[src/rtl/layer_seq_if.sv]
// Handshake bundle between the layer sequencer, the weight store and the compute datapath.
// The master side drives the control inputs; the sequencer sits on the slave side.
interface layer_seq_if;
   logic       start;
   logic       abort;
   logic       w_valid;
   logic       layer_done;
   logic [2:0] cs;
   logic       compute_start;
   logic       busy;
   logic       done;
   logic       error;

   modport master (
      output start, abort, w_valid, layer_done,
      input  cs, compute_start, busy, done, error
   );

   modport slave (
      input  start, abort, w_valid, layer_done,
      output cs, compute_start, busy, done, error
   );
endinterface

[src/rtl/layer_sequencer.sv]
// Steps a network pass through LAYER0..AFFINE. Each layer loads its weights, then runs.
// A guard window masks stale w_valid after every cs change, and a load timeout aborts the pass.
module layer_sequencer #(
   parameter int GUARD   = 3,
   parameter int TIMEOUT = 1024
) (
   input  logic        clk,
   input  logic        rst_n,
   layer_seq_if.slave  bus
);
   typedef enum logic [2:0] {
      CS_IDLE   = 3'd0,
      CS_LAYER0 = 3'd1,
      CS_LAYER1 = 3'd2,
      CS_LAYER2 = 3'd3,
      CS_LAYER3 = 3'd4,
      CS_AFFINE = 3'd5,
      CS_FINISH = 3'd6
   } cs_t;

   typedef enum logic {PH_LOAD = 1'b0, PH_RUN = 1'b1} phase_t;

   localparam int          GW         = $clog2(GUARD + 2);
   localparam logic [GW-1:0] GUARD_LAST = GW'(GUARD);
   localparam logic [10:0] TMO_LAST   = 11'(TIMEOUT - 1);

   cs_t           cs_reg;
   phase_t        phase_reg;
   logic [GW-1:0] guard_reg;
   logic [10:0]   tmo_reg;
   logic          compute_start_reg;
   logic          done_reg;
   logic          busy_reg;
   logic          error_reg;
   logic          guard_ok;

   assign guard_ok = (guard_reg >= GUARD_LAST);

   always_ff @(posedge clk or negedge rst_n) begin
      if (!rst_n) begin
         cs_reg            <= CS_IDLE;
         phase_reg         <= PH_LOAD;
         guard_reg         <= '0;
         tmo_reg           <= '0;
         compute_start_reg <= 1'b0;
         done_reg          <= 1'b0;
         busy_reg          <= 1'b0;
         error_reg         <= 1'b0;
      end else begin
         compute_start_reg <= 1'b0;
         done_reg          <= 1'b0;
         if (bus.abort) begin
            cs_reg    <= CS_IDLE;
            phase_reg <= PH_LOAD;
            guard_reg <= '0;
            tmo_reg   <= '0;
            busy_reg  <= 1'b0;
         end else begin
            case (cs_reg)
               CS_IDLE: begin
                  if (bus.start) begin
                     cs_reg    <= CS_LAYER0;
                     phase_reg <= PH_LOAD;
                     guard_reg <= '0;
                     tmo_reg   <= '0;
                     busy_reg  <= 1'b1;
                     error_reg <= 1'b0;
                  end
               end
               CS_LAYER0, CS_LAYER1, CS_LAYER2, CS_LAYER3, CS_AFFINE: begin
                  if (phase_reg == PH_LOAD) begin
                     // A qualifying w_valid wins over a timeout landing on the same edge.
                     if (guard_ok && bus.w_valid) begin
                        compute_start_reg <= 1'b1;
                        phase_reg         <= PH_RUN;
                     end else if (tmo_reg == TMO_LAST) begin
                        error_reg <= 1'b1;
                        cs_reg    <= CS_IDLE;
                        busy_reg  <= 1'b0;
                        guard_reg <= '0;
                        tmo_reg   <= '0;
                     end else begin
                        if (!guard_ok) guard_reg <= guard_reg + 1'b1;
                        if (tmo_reg != 11'h7FF) tmo_reg <= tmo_reg + 11'd1;
                     end
                  end else if (bus.layer_done) begin
                     phase_reg <= PH_LOAD;
                     guard_reg <= '0;
                     tmo_reg   <= '0;
                     if (cs_reg == CS_AFFINE) begin
                        cs_reg   <= CS_FINISH;
                        done_reg <= 1'b1;
                     end else begin
                        cs_reg <= cs_t'(cs_reg + 3'd1);
                     end
                  end
               end
               default: begin
                  cs_reg    <= CS_IDLE;
                  phase_reg <= PH_LOAD;
                  busy_reg  <= 1'b0;
               end
            endcase
         end
      end
   end

   assign bus.cs            = cs_reg;
   assign bus.compute_start = compute_start_reg;
   assign bus.done          = done_reg;
   assign bus.busy          = busy_reg;
   assign bus.error         = error_reg;
endmodule

[src/flat_wrapper.sv]
// flat-port wrapper written by rule: the top's interface ports become plain ports
module layer_sequencer_flat 
#(
   parameter int GUARD   = 3,
   parameter int TIMEOUT = 1024
)
  (clk, rst_n, bus_start, bus_abort, bus_w_valid, bus_layer_done, bus_cs, bus_compute_start, bus_busy, bus_done, bus_error);
  layer_seq_if bus_i ();
  input  logic clk;
  input  logic rst_n;
  input wire logic [$bits(bus_i.start)-1:0] bus_start;
  input wire logic [$bits(bus_i.abort)-1:0] bus_abort;
  input wire logic [$bits(bus_i.w_valid)-1:0] bus_w_valid;
  input wire logic [$bits(bus_i.layer_done)-1:0] bus_layer_done;
  output wire logic [$bits(bus_i.cs)-1:0] bus_cs;
  output wire logic [$bits(bus_i.compute_start)-1:0] bus_compute_start;
  output wire logic [$bits(bus_i.busy)-1:0] bus_busy;
  output wire logic [$bits(bus_i.done)-1:0] bus_done;
  output wire logic [$bits(bus_i.error)-1:0] bus_error;
  assign bus_i.start = bus_start;
  assign bus_i.abort = bus_abort;
  assign bus_i.w_valid = bus_w_valid;
  assign bus_i.layer_done = bus_layer_done;
  assign bus_cs = bus_i.cs;
  assign bus_compute_start = bus_i.compute_start;
  assign bus_busy = bus_i.busy;
  assign bus_done = bus_i.done;
  assign bus_error = bus_i.error;
  layer_sequencer #(.GUARD(GUARD), .TIMEOUT(TIMEOUT)) u_core (.clk(clk), .rst_n(rst_n), .bus(bus_i));
endmodule
[config.mk]
export PLATFORM = sky130hd
export DESIGN_NAME = layer_sequencer_flat
export DESIGN_NICKNAME = d
export VERILOG_FILES = /design/src/rtl/layer_seq_if.sv /design/src/rtl/layer_sequencer.sv /design/src/flat_wrapper.sv
export SDC_FILE = /design/constraint.sdc
export NUM_CORES = 1
export LEC_CHECK = 0
export ABC_AREA = 1
export CORE_UTILIZATION = 45
export DETAILED_ROUTE_END_ITERATION = 10
export DONT_BUFFER_PORTS = 1
export PLACE_DENSITY = 0.66
export SLEW_MARGIN = 5
export SYNTH_ARGS = -nofsm -noshare
export SYNTH_HDL_FRONTEND = slang
export SYNTH_SLANG_ARGS = --single-unit
[constraint.sdc]
create_clock -name clk -period 2 [get_ports clk]
set_clock_uncertainty 0.1 [all_clocks]
set_input_delay 0.6 -clock clk [delete_from_list [all_inputs] [get_ports clk]]
set_output_delay 0.6 -clock clk [all_outputs]
set_load 0.03 [all_outputs]
# --- Word-level counts from Yosys, hierarchy flattened ---
# Cells that the tools add are included.
classes:
  eq_ne: 20
  add_sub_neg: 3
  bitwise: 1
  n_lt_le_gt_ge: 1
  n_mux: 48
  reduce_logical: 10
ops:
  columns: ["op", "count"]
  rows:
  - ["11-bit two-way mux", 7]
  - ["3-bit two-way mux", 14]
  - ["11-bit case mux with 2 select lines", 1]
  - ["1-bit two-way mux", 21]
  - ["3-bit case mux with 2 select lines", 2]
  - ["11-bit by 1-bit adder with 11-bit output, second input constant", 1]
  - ["11-bit by 10-bit equality test with 1-bit output, second input constant", 1]
  - ["11-bit inequality test, second input constant", 1]
  - ["5-bit AND reduction", 2]
  - ["3-bit inequality test, second input constant", 3]
  - ["4-bit AND reduction", 2]
  - ["3-bit by 1-bit adder with 3-bit output, second input constant", 2]
  - ["3-bit by 2-bit equality test with 1-bit output, second input constant", 2]
  - ["3-bit equality test, second input constant", 2]
  - ["2-bit inequality test, second input constant", 3]
  - ["1-bit case mux with 2 select lines", 3]
  - ["6-bit AND reduction", 1]
  - ["5-bit by 2-bit inequality test with 1-bit output, second input constant", 1]
  - ["5-bit by 4-bit inequality test with 1-bit output, second input constant", 1]
  - ["5-bit OR reduction", 1]
  - ["4-bit by 2-bit inequality test with 1-bit output, second input constant", 1]
  - ["4-bit by 3-bit inequality test with 1-bit output, second input constant", 1]
  - ["4-bit inequality test, second input constant", 1]
  - ["3-bit by 1-bit equality test with 1-bit output, second input constant", 1]
  - ["8 further kinds", 8]
totals:
  output_inout_bits: 7
  reg_bits: 22
  input_bits: 6
  word_cells: 91

# --- Logic depth before layout (Yosys ltp) ---
logic_depth:
  word_depth: 7
  ltp_mapped: 14
  depth_no_buf: 14

# --- Worst setup path after synthesis ---
# Ideal clock, no wire load.
synth_path:
  path_kind: "reg2reg"
  from: "register u_core.cs_reg[0] (netlist: u_core.bus.cs[0])"
  to: "register u_core.tmo_reg[10]"
  t_arrival_ns: 1.710
  period_less_slack_ns: 1.931
  path_stages_with_launch: 13
  setup_slack_ns: 0.069
  path_buffers: 2
  setup_ns: 0.121
  t_required_ns: 1.779
  cell_sequence: "dfrtp_1 inv_1 ha_1 inv_1 nand2_1 nand2_2 nand2_2 buf_6 nand3_4 nand2_2 nor2_2 buf_6 a21oi_1"
synth_between:
  elab_chain_len: 4
  elab_cells_between_ends: 15
  cone_classes: "eq/ne: 9; mux: 2; reduce/logical: 4"
synth_lines:
  columns: ["item", "line", "text"]
  rows:
  - ["from (decl)", "layer_sequencer.sv:27", "cs_t cs_reg;"]
  - ["from (signal assigned)", "layer_sequencer.sv:94", "cs_reg <= cs_t'(cs_reg + 3'd1);"]
  - ["3-bit by 1-bit equality test with 1-bit output, or another cell as far along", "layer_sequencer.sv:59", "case (cs_reg)"]
  - ["5-bit OR reduction", "layer_sequencer.sv:59", null]
  - ["5-bit by 2-bit inequality test with 1-bit output (no source line), or another cell as far along", null, null]
  - ["5-bit AND reduction (no source line) / 11-bit two-way mux (equally long branches)", null, null]
  - ["to (signal assigned)", "layer_sequencer.sv:84", "if (tmo_reg != 11'h7FF) tmo_reg <= tmo_reg + 11'd1;"]
  - ["to (decl)", "layer_sequencer.sv:30", "logic [10:0] tmo_reg;"]
# Several ways; a longest one is shown, not always the timed one.
# A chain may end at the register's enable or synchronous reset.

# --- Final worst setup path ---
layout_path:
  from: "register u_core.guard_reg[0]"
  to: "register u_core.tmo_reg[2]"
layout_between:
  elab_chain_len: 4
layout_lines:
  columns: ["item", "line", "text"]
  rows:
  - ["from (decl)", "layer_sequencer.sv:29", "logic [GW-1:0] guard_reg;"]
  - ["from (signal assigned)", "layer_sequencer.sv:83", "if (!guard_ok) guard_reg <= guard_reg + 1'b1;"]
  - ["3-bit by 2-bit >= comparator with 1-bit output", "layer_sequencer.sv:37", "assign guard_ok = (guard_reg >= GUARD_LAST);"]
  - ["1-bit logical AND", "layer_sequencer.sv:73", "if (guard_ok && bus.w_valid) begin"]
  - ["4-bit by 3-bit inequality test with 1-bit output (no source line)", null, null]
  - ["5-bit AND reduction (no source line)", null, null]
# Every way passes these cells.

==> impl_results.md <==
- Outcome: finished clean
- Vias: roughly 1300
- DRC violations left: 0
- RSZ-0062 raised after global routing: yes
- Row count: 20
- CTS Buffer Depth: 2
- TritonCTS buffer count: 3
- Register Area: roughly 550 sq um
- Largest net degree at the start of global routing: 23
- Final setup violation count: 0
- Placed Cells: between 200 and 300
- Cells on worst reg2reg path: 12
- Top FF cell, synth: dfrtp_1
- Max_cap viols: 0
- DP HPWL: between 2000 and 2500 microns
- Crit end category: flop
- Clock Power Share: 0.194
- Buffers on Ports: 0
- DRT Wirelength: ~3100 microns
- Register area share after synthesis: 0.363
- Die Wd: about 60 microns
- DR vias/cell: 4.91
- Top Ports: 13
- Most Frequent Cell on Critical Path: nand2_1
- Startpoint Class: flop
- Worst Hold End: u_core.bus.done
- Final ANT Viol Nets: 0
- EDFF count, synth: 0
- Largest register FFs: 11
- Combinational share of power: 0.396
- Nets@finish: 239
- Hold Path Cell Cnt: 1
- Clock sinks: 22
- Internal power: 816 uW
- Hold Path Origin: bus_abort
- Crit Path Class: reg -> reg
- Sw Ratio: 0.389
- CTS H-tree lvls: 1
- Least-Margin Pin Slew: 1030 ps
- Post-route setup slack: around 120 ps
- Warnings, synthesis: 0
- Worst-Skew Late Latency: roughly 320 ps
- N_diodes: 0
- Post-layout min period: around 1900 ps
- Yosys cell types: 28
- Total GRT Usage: 0.185
- Pre-CTS setup slack: roughly 67 ps
- Slowest CP cell: dfrtp_1
- Seq cells post-synth: 22
- Worst flop-to-flop path endpoint: u_core.tmo_reg[2]
- Mapped Avg Cell Area: between 7 and 8 sq um
- Switching pwr: between 500 and 600 uW
- Fill count: between 300 and 400
- GP Congestion: between 0.8 and 0.9
- Synthesized cell area: 1520 sq um
- Final Util: 0.552
- Multi-input logic area: 856 sq um
- Vias in the first global route: 1178
- Area grow syn2layout: 13.9%
- Global-route wire length before repair: between 4000 and 5000 microns
- Die Area: roughly 3600 sq um
- Hold slack final: about 230 ps
- Period utilization: 0.941
- Clk root buf: clkbuf_4
- CP top delay family: simple AND/OR/NAND/NOR gates
- Hold Crit Class: in -> reg
- Antenna violations before repair: 0
- Post-synthesis cell count: 213
- Initial DRC count: slightly below 60
- Ratio of cells with drive above 1 in the final layout: 0.169
- Critical Path Fanout Max: 11
- Relative max-transition margin: 0.311
- Seq pwr share: 0.410
- CTS tree: built
- Peak Freq: 531 MHz
- Worst vdd ir: between 200 and 300 uV
- Overflow after GRT: 0
- Power Density: a little under 800 nW/um^2
- Post-synth ARST share: 1.00
- Die height: between 60 and 70 microns
- R2r setup slk: approximately 120 ps
- Initial Util: 0.485
- Non-filler cells, final: about 270
- Setup TNS: 0 ps
- CP bufs+invs: 2
- Worst-path cell chain: ha_1 -> ha_1 -> inv_1 -> nand3_1 -> nand2_1 -> nor2_1 -> nand3_2 -> nand2_4 -> nor2_2 -> buf_6 -> nand2_1 -> nand2_1
- CORE AREA: around 3100 sq um
- Max Slew Vio Count: 0
- Fin. Hold Viols: 0
- Critical Path RT: 2160 ps
- Wire length per cell: about 11 microns
- LEAKAGE: 0.887 nW
- Pre-Repair DR Iteration Count: 4
- Clock transition at path regs: roughly 140 ps
- CP max stage delay: slightly above 400 ps
- FF-to-FF Start: u_core.guard_reg[0]
- Arr. time, crit path: between 2000 and 2500 ps
- Syn_nets: 226
[cells in the final DEF (no fill, tap or decap)]
| master | n |
|---|---|
| clkbuf_8 | 1 |
| o21bai_1 | 4 |
| nand2_4 | 3 |
| dfrtp_1 | 21 |
| a21oi_1 | 4 |
| and2_1 | 1 |
| buf_12 | 2 |
| xor2_1 | 1 |
| nor3b_1 | 3 |
| nand2_2 | 2 |
| buf_4 | 9 |
| nand2_1 | 64 |
| nand3_1 | 12 |
| nor2_2 | 4 |
| o22ai_1 | 1 |
| a31oi_1 | 1 |
| nor3_1 | 7 |
| nor2_4 | 1 |
| buf_6 | 1 |
| o21ai_1 | 1 |
| inv_2 | 3 |
| nor3_2 | 1 |
| dlygate4sd3_1 | 1 |
| nand3_4 | 2 |
| nand4_1 | 3 |
| nand3_2 | 3 |
| dfrtp_2 | 1 |
| xnor2_1 | 1 |
| inv_1 | 22 |
| o21a_1 | 1 |
| or2_1 | 1 |
| inv_4 | 1 |
| ha_1 | 6 |
| clkbuf_4 | 3 |
| ha_2 | 1 |
| o21ai_0 | 5 |
| nor2_1 | 27 |
[area by class of cell]
type,count,area share
timing repair buffer,13,0.0746
sequential,22,0.319
inverter,26,0.0579
tap,44,0.0319
multi-input combinational,160,0.495
clock buffer,4,0.0210
[per-layer routing]
layer | part of all wire | routed length, microns | vias to the layer above | track usage
met5 | 0 | 0 | - | 0
met4 | 0.012 | 38 | 0 | 0.0764
met1 | 0.48 | 1460 | 602 | 0.237
met3 | 0.019 | 58 | 5 | 0.0281
met2 | 0.49 | 1490 | 16 | 0.310
li1 | - | - | 699 | -
[worst reg2reg max path, delay by kind of cell, from the launching register on]
family / cells / cell delay (ps)
buffers and inverters: 2 / 200
adders and majority gates: 2 / 370
DFF: 1 / 410
and+or+nand+nor: 8 / 750
[cells by family (layout without fill, tap and decap cells)]
kind of cell	after synthesis	in the layout	synth area share
compound gates	17	17	0.0660
xor+xnor	2	2	0.0115
fa+ha+maj	7	7	0.0577
buf+inv	31	43	0.0932
flops	22	22	0.363
simple gates	134	134	0.409
[worst max path at each step]
stage                                    from                  to  slack, ps  cells after the start
final                     u_core.guard_reg[0]   u_core.tmo_reg[2]        120                     12
after global routing      u_core.guard_reg[0]   u_core.tmo_reg[1]         -4                     12
after CTS                 u_core.guard_reg[1]   u_core.tmo_reg[7]         40                     12
after detailed placement  u_core.guard_reg[1]   u_core.tmo_reg[3]         70                     12
after global placement       u_core.bus.cs[0]   u_core.tmo_reg[0]         80                     14
after floorplan              u_core.bus.cs[0]  u_core.tmo_reg[10]         70                     12
[metrics by stage]
stage	cell area, sq um	power (mW)
after floorplan	1520	0.889
after global placement	1630	1.02
after detailed placement	1630	1.02
after CTS	1680	1.29
after global routing	1730	1.43
final	1730	1.34
[power by group through the flow]
stage / Combinational (mW) / Clock [mW] / Sequential (mW)
final: 0.529 / 0.259 / 0.547
after floorplan: 0.326 / 0 / 0.563
after global routing: 0.591 / 0.284 / 0.555
after global placement: 0.464 / 0 / 0.553
after detailed placement: 0.468 / 0 / 0.553
after CTS: 0.481 / 0.267 / 0.544
[repair_timing]
action                                  in CTS  in global routing
setup buffers                                0                  2
hold buffers                                 1                  0
resized for setup                            0                 13
endpoints found under the setup margin       0                 19
endpoints found under the hold margin       22                  0
[synthesized netlist by cell type, types with 2 or more instances]
library cell / number / area share
nand3_4: 2 / 0.023
dfrtp_1: 22 / 0.36
nor3_1: 7 / 0.023
nand4_1: 3 / 0.012
nor2_2: 4 / 0.016
inv_1: 24 / 0.059
o21ai_0: 6 / 0.020
o21bai_1: 4 / 0.020
nand2_1: 64 / 0.16
nand3_2: 2 / 0.013
a21oi_1: 4 / 0.013
nand2_2: 5 / 0.021
nor3b_1: 3 / 0.015
inv_2: 2 / 0.0049
nor2_1: 28 / 0.069
buf_6: 3 / 0.022
ha_1: 7 / 0.058
nand3_1: 13 / 0.043
No activity file was read; power rests on OpenSTA's default activity.
